==> src/rtl/top_bus_arb.sv <==
// Two-master round-robin arbiter for the top-level bus: one transfer in flight,
// per-transfer slave timeout that turns a silent slave into an error response.
module top_bus_arb #(
  parameter int addrwidth_p = 32,
  parameter int datawidth_p = 32,
  parameter int timeout_p   = 16
) (
  input  logic                   main_clk_i,
  input  logic                   main_rst_i,
  input  logic [1:0]             m0_bus_trans_i,
  input  logic [addrwidth_p-1:0] m0_bus_addr_i,
  input  logic                   m0_bus_write_i,
  input  logic [datawidth_p-1:0] m0_bus_wdata_i,
  output logic                   m0_bus_ready_o,
  output logic                   m0_bus_resp_o,
  output logic [datawidth_p-1:0] m0_bus_rdata_o,
  input  logic [1:0]             m1_bus_trans_i,
  input  logic [addrwidth_p-1:0] m1_bus_addr_i,
  input  logic                   m1_bus_write_i,
  input  logic [datawidth_p-1:0] m1_bus_wdata_i,
  output logic                   m1_bus_ready_o,
  output logic                   m1_bus_resp_o,
  output logic [datawidth_p-1:0] m1_bus_rdata_o,
  output logic [1:0]             s_bus_trans_o,
  output logic [addrwidth_p-1:0] s_bus_addr_o,
  output logic                   s_bus_write_o,
  output logic [datawidth_p-1:0] s_bus_wdata_o,
  input  logic                   s_bus_ready_i,
  input  logic                   s_bus_resp_i,
  input  logic [datawidth_p-1:0] s_bus_rdata_i,
  output logic                   grant_o,
  output logic                   busy_o
);

  localparam int cnt_w_lp = (timeout_p < 1) ? 1 : $clog2(timeout_p + 1);
  localparam bit to_en_lp = (timeout_p != 0);
  // With the timeout disabled the counter just parks at all-ones.
  localparam logic [cnt_w_lp-1:0] cnt_max_lp =
    (timeout_p == 0) ? {cnt_w_lp{1'b1}} : cnt_w_lp'(timeout_p - 1);

  typedef enum logic [1:0] {IDLE, XFER, RESP} state_t;

  state_t                state_q, state_d;
  logic                  last_grant_q;
  logic [cnt_w_lp-1:0]   cnt_q;
  logic                  req0, req1;
  logic                  start, grant_sel, done, abort;

  assign req0   = |m0_bus_trans_i;
  assign req1   = |m1_bus_trans_i;
  assign busy_o = (state_q != IDLE);

  always_ff @(posedge main_clk_i or posedge main_rst_i) begin
    if (main_rst_i) state_q <= IDLE;
    else            state_q <= state_d;
  end

  // Arbitration and completion decode; slave ready is only honoured in XFER.
  always_comb begin
    start     = 1'b0;
    grant_sel = grant_o;
    if (state_q == IDLE) begin
      if (req0 && req1) begin
        start     = 1'b1;
        grant_sel = ~last_grant_q;
      end else if (req0) begin
        start     = 1'b1;
        grant_sel = 1'b0;
      end else if (req1) begin
        start     = 1'b1;
        grant_sel = 1'b1;
      end
    end
    done  = (state_q == XFER) && s_bus_ready_i;
    abort = (state_q == XFER) && !s_bus_ready_i && to_en_lp && (cnt_q == cnt_max_lp);
  end

  always_comb begin
    state_d = state_q;
    case (state_q)
      IDLE:    if (start) state_d = XFER;
      XFER:    if (done || abort) state_d = RESP;
      RESP:    state_d = IDLE;
      default: state_d = IDLE;
    endcase
  end

  always_ff @(posedge main_clk_i or posedge main_rst_i) begin
    if (main_rst_i) begin
      last_grant_q   <= 1'b1;
      grant_o        <= 1'b0;
      cnt_q          <= '0;
      s_bus_trans_o  <= 2'b00;
      s_bus_addr_o   <= '0;
      s_bus_write_o  <= 1'b0;
      s_bus_wdata_o  <= '0;
      m0_bus_ready_o <= 1'b0;
      m0_bus_resp_o  <= 1'b0;
      m0_bus_rdata_o <= '0;
      m1_bus_ready_o <= 1'b0;
      m1_bus_resp_o  <= 1'b0;
      m1_bus_rdata_o <= '0;
    end else begin
      m0_bus_ready_o <= 1'b0;
      m0_bus_resp_o  <= 1'b0;
      m0_bus_rdata_o <= '0;
      m1_bus_ready_o <= 1'b0;
      m1_bus_resp_o  <= 1'b0;
      m1_bus_rdata_o <= '0;
      case (state_q)
        IDLE: if (start) begin
          grant_o       <= grant_sel;
          cnt_q         <= '0;
          s_bus_trans_o <= grant_sel ? m1_bus_trans_i : m0_bus_trans_i;
          s_bus_addr_o  <= grant_sel ? m1_bus_addr_i  : m0_bus_addr_i;
          s_bus_write_o <= grant_sel ? m1_bus_write_i : m0_bus_write_i;
          s_bus_wdata_o <= grant_sel ? m1_bus_wdata_i : m0_bus_wdata_i;
        end
        XFER: begin
          if (cnt_q != cnt_max_lp) cnt_q <= cnt_q + 1'b1;
          // Response goes straight into the granted master's output registers.
          if (done || abort) begin
            s_bus_trans_o <= 2'b00;
            if (grant_o) begin
              m1_bus_ready_o <= 1'b1;
              m1_bus_resp_o  <= done ? s_bus_resp_i  : 1'b1;
              m1_bus_rdata_o <= done ? s_bus_rdata_i : '0;
            end else begin
              m0_bus_ready_o <= 1'b1;
              m0_bus_resp_o  <= done ? s_bus_resp_i  : 1'b1;
              m0_bus_rdata_o <= done ? s_bus_rdata_i : '0;
            end
          end
        end
        RESP:    last_grant_q <= grant_o;
        default: ;
      endcase
    end
  end

endmodule

==> config.mk <==
export PLATFORM = sky130hd
export DESIGN_NAME = top_bus_arb
export DESIGN_NICKNAME = d
export VERILOG_FILES = /design/src/rtl/top_bus_arb.sv
export SDC_FILE = /design/constraint.sdc
export NUM_CORES = 1
export LEC_CHECK = 0
export ABC_AREA = 1
export CAP_MARGIN = 5
export CORE_UTILIZATION = 41
export DETAILED_ROUTE_END_ITERATION = 8
export HOLD_SLACK_MARGIN = 0.06
export PLACE_DENSITY = 0.76
export SETUP_SLACK_MARGIN = 0.02
export SYNTH_ARGS = -nofsm -noshare
export SYNTH_HDL_FRONTEND = slang
export SYNTH_SLANG_ARGS = --single-unit
==> constraint.sdc <==
create_clock -name main_clk_i -period 6.25 [get_ports main_clk_i]
set_clock_uncertainty 0.1 [all_clocks]
set_input_delay 0.9375 -clock main_clk_i [delete_from_list [all_inputs] [get_ports main_clk_i]]
set_output_delay 0.9375 -clock main_clk_i [all_outputs]
set_load 0.05 [all_outputs]
* Word-level counts from Yosys, hierarchy flattened *
Index checks and enable logic that the tools add are counted.

word-level totals
  register bits = 144
  memory bits (writable) = 0
  bits in read-only memories = 0
  bits in latches = 0
  bits of input ports = 170
  memories = 0

cells by class
  $lt $le $gt $ge = 0
  bitwise operators = 1
  multipliers = 0
  add/sub/neg operators = 1
  reductions and logical operators = 15
  divide/modulo/power cells = 0
  muxes and demuxes = 41
  shifts and indexed selects = 0
  eq/ne operators = 7

operators by type and width
  operator                                        count
  two-way mux 32 bit                              9
  two-way mux 1 bit                               22
  two-way mux 2 bit                               5
  two-way mux 5 bit                               2
  one-hot mux 5 bit (2 select lines)              1
  one-hot mux 2 bit (2 select lines)              2
  AND reduction 3 bit                             2
  adder 5 x 1 -> 5 bit (second input constant)    1
  == test 5 x 4 -> 1 bit (second input constant)  1
  != test 5 x 4 -> 1 bit (second input constant)  1
  logical AND 1 bit                               4
  != test 2 x 1 -> 1 bit (second input constant)  2
  AND reduction 2 bit                             2
  nonzero test 2 bit                              2
  OR reduction 2 bit                              2
  == test 2 x 1 -> 1 bit (second input constant)  1
  == test 2 bit (second input constant)           1
  logical NOT 2 bit                               1
  != test 2 bit (second input constant)           1
  logical NOT 1 bit                               1
  logical OR 1 bit                                1
  NOT 1 bit                                       1

* Longest topological paths before layout *
  depth in word-level cells = 8
  mapped depth = 10

* Worst setup path after synthesis *
OpenSTA, ideal clock, no wires.

  kind = input to register
  from = input m0_bus_trans_i[1]
  to = register s_bus_addr_o[0]
  setup time = 0.066 ns
  path buffers = 2
  arrival = 1.833 ns
  stages on the path = 9
  required time = 6.084 ns
  setup slack = 4.252 ns
  cells stage by stage = nor2_1 > inv_1 > nor2_1 > nor2_2 > inv_2 > buf_2 > buf_2 > nand2_1 > nand2_1

between the ends
  word-level cells in the longest chain between the ends = 5
  elaborated cells on any way between the ends = 10
  classes of those cells = mux: 7; reduce/logical: 3

RTL lines
  item                                                              RTL line  source
  start, declared                                                   10        input logic [1:0] m0_bus_trans_i,
  OR reduction 2 bit (*)                                            49        assign req0 = |m0_bus_trans_i;
  two-way mux 1 bit / logical AND 1 bit (equally long branches)     66, 63
  two-way mux 1 bit                                                 63        if (req0 && req1) begin
  two-way mux 1 bit                                                 62        if (state_q == IDLE) begin
  two-way mux 32 bit / AND reduction 2 bit (equally long branches)  --
  end signal, assigned                                              115       s_bus_addr_o <= grant_sel ? m1_bus_addr_i : m0_bus_addr_i;
  end, declared                                                     25        output logic [addrwidth_p-1:0] s_bus_addr_o,

Every way passes the cells marked *; elsewhere a longest branch is shown, timed or not.
A chain may end at the register's enable or synchronous reset.

* Final worst setup path *
  from = register grant_o
  to = output grant_o

RTL lines
  item                    RTL line  source
  start, declared         31        output logic grant_o,
  start signal, assigned  112       grant_o <= grant_sel;

No word-level cell between the ends.

==> run metrics <==
status=finished, final reports clean; CTS Sinks=144; synthesis-stage register bit count=144; Worst setup EP type=output port; vias per inst=4.74; Max Clk Rate=328 MHz; largest area contributor in the netlist=dfrtp_1; post-CTS setup buffer count=0; cts bufs inserted=17; H-tree Lvls=4; routed wl met2=9640 µm; worst vdd ir=0.296 mV; die height=128 µm; sw frac=49.3%; Sw Pwr=2.62 mW; NumNets Final=1,274; Final Setup Violations=0; root buf cell=clkbuf_16; combined area of the multi-input logic cells=2000 µm²; Hold Crit Class=reg -> reg; MaxCap Viol Count=0; initial drt markers=283; Cell Rows=45; max_slew headroom=24.6%; yosys warns=0; Die X-Extent=128 µm; Residual DRC=0; final instance area=10,200 µm²; sequential area share after synthesis=55.6%; I/O Buffers=306; power density over the cells=519 nW/µm²; Comb pwr share=55.5%; Synth Area per Inst=7.92 µm²; top sig layer=met4; area grow syn2layout=57.5%; Routed met1 length=7670 µm; Slew @ Worst Pin=1.13 ns; Hold Fails Final Rpt=0; critical path class=reg -> out; WP data required=5.21 ns; crit path launch type=flop; Worst-path clk slew=0.06 ns; Vias=6,280; Final TNS setup=0 ns; period utilisation layout=48.7%; static leakage=5.26 nW; hold buffer count at CTS=0; RD Place Congestion=0.768; RSZ-0062 raised after global routing=false; share of cells above drive strength 1=4.66%; CTS tree=done; Worst Path Max Fanout=36; fill count=1,319; vias in the first global route=5,962; first-pass GRT wire length=31,300 µm; placed instance area=9650 µm²; initial cell density of the core=42.4%; Clock Latency Late Sink=0.41 ns; Mapped Cells=819; total die area=16,300 µm²; Synth area leaders=dfrtp_1, nand2_1, nand3_1; initial antenna violation count=0; Antenna Cells=0; CP arrival=2.01 ns; Pre-Repair DR Iteration Count=4; Final Max Slew Viols=0; mapped cell area=6490 µm²; routed len/inst=15.2 µm; share of power burned in the clock network=18.2%; I/O Pins=307; syn nets=991; total track usage=25.2%; Core Area=15,300 µm²; Final Critical Period=3.04 ns; Synth top area share=55.2%; WL final=20,200 µm; PostCTS Resize Cnt=0; grt ovf=0; post-route ant nets=0; maximum clock path buffer count=2; met3 wire length=2620 µm; DPL Wire Length=13,700 µm; register cell area after layout=3600 µm²; Internal Power=2.69 mW; sequential power share=26.3%; number of distinct library cells after synthesis=20; largest net degree at the start of global routing=95
==> metal layers <==
metal	track usage, %	up-vias
met3	12.9	16
met1	29.2	2943
met5	0	-
li1	-	3048
met4	7.20	0
met2	41.0	273
==> synthesized netlist by cell type <==
library cell	count
a21oi_1	2
buf_1	1
nor2_2	2
dfrtp_1	143
nand4_1	1
inv_2	4
nand2_2	4
nand3_1	139
clkbuf_1	22
o21ai_0	6
inv_1	173
or2_2	1
nand2_1	217
a31oi_1	1
buf_2	22
ha_1	2
buf_4	4
dfstp_2	1
nor2_1	8
nor3_1	66
==> stage by stage <==
step / cells / util [%] / setup WS [ns] / power (mW) / hold slack (ns)
floorplan: 819 / - / 1.35 / 3.38 / 0.353
global placement: 1294 / 63.0 / 3.08 / 4.34 / 0.361
detailed placement: 1294 / 63.0 / 3.04 / 4.37 / 0.364
CTS: 1326 / 66.7 / 3.17 / 5.35 / 0.380
global route: 1326 / 66.7 / 3.15 / 5.59 / 0.399
finish: 1326 / 66.7 / 3.21 / 5.30 / 0.375
==> logic make-up (layout without fill, tap and decap cells) <==
family / Yosys count / count (layout) / synth area share (%)
buf+inv: 226 / 522 / 13.7
simple gates: 438 / 438 / 29.6
flops: 144 / 144 / 55.6
compound gates: 9 / 9 / 0.714
fa+ha+maj: 2 / 2 / 0.386
==> final timing paths <==
path / startpoint / endpoint / slack (ns) / cells past startpoint
worst max-delay path: grant_o / grant_o / 3.21 / 2
worst min-delay path: s_bus_wdata_o[4] / s_bus_wdata_o[4] / 0.38 / 2
worst max register to register: grant_o / s_bus_wdata_o[18] / 3.42 / 8
worst min register to register: s_bus_wdata_o[4] / s_bus_wdata_o[4] / 0.38 / 2
max in group asynchronous: main_rst_i / m1_bus_rdata_o[27] / 3.87 / 3
min in group asynchronous: main_rst_i / s_bus_addr_o[4] / 0.99 / 2
==> worst max-delay path, cell delays in order (launching register included) <==
cell and delay, ns:
dfrtp_1 0.32, buf_4 0.37, clkdlybuf4s50_1 0.89
==> final cells by class <==
class                   instances  area share [%]
clock buffers                  18            4.20
multi-input cells             449            19.6
inverters                     177            6.55
repair buffers                313            30.5
well taps                     211            2.58
flip-flops and latches        144            35.3
clock inverters                14            1.30
==> power groups by stage <==
stage / Clock [mW] / Sequential (mW) / Combinational, mW
6_report: 0.963 / 1.39 / 2.94
5_1_grt: 1.03 / 1.43 / 3.14
4_1_cts: 0.978 / 1.40 / 2.97
3_5_place_dp: 0 / 1.41 / 2.96
3_3_place_gp: 0 / 1.40 / 2.93
2_1_floorplan: 0 / 2.39 / 0.985
==> cell usage in the layout, fill, tap and decap left out, drive strengths merged <==
| cell type | count |
|---|---|
| clkdlybuf4s50 | 306 |
| nand2 | 221 |
| inv | 181 |
| dfrtp | 143 |
| nand3 | 139 |
| nor3 | 66 |
| clkbuf | 18 |
| nor2 | 10 |
| buf | 7 |
| o21ai | 6 |
| clkinv | 6 |
| clkinvlp | 3 |
| a21oi | 2 |
| ha | 2 |
| a31oi | 1 |
| or2 | 1 |
| nand4 | 1 |
| bufinv | 1 |
| dfstp | 1 |
==> sequential cells by signal (all words and copies together) (netlist names) <==
register / cells
m0_bus_rdata_o: 32
m1_bus_rdata_o: 32
s_bus_addr_o: 32
s_bus_wdata_o: 32
cnt_q: 5
s_bus_trans_o: 2
state_q: 2
grant_o: 1
last_grant_q: 1
m0_bus_ready_o: 1
m0_bus_resp_o: 1
m1_bus_ready_o: 1
m1_bus_resp_o: 1
s_bus_write_o: 1
Power figures use the tool's default switching activity.
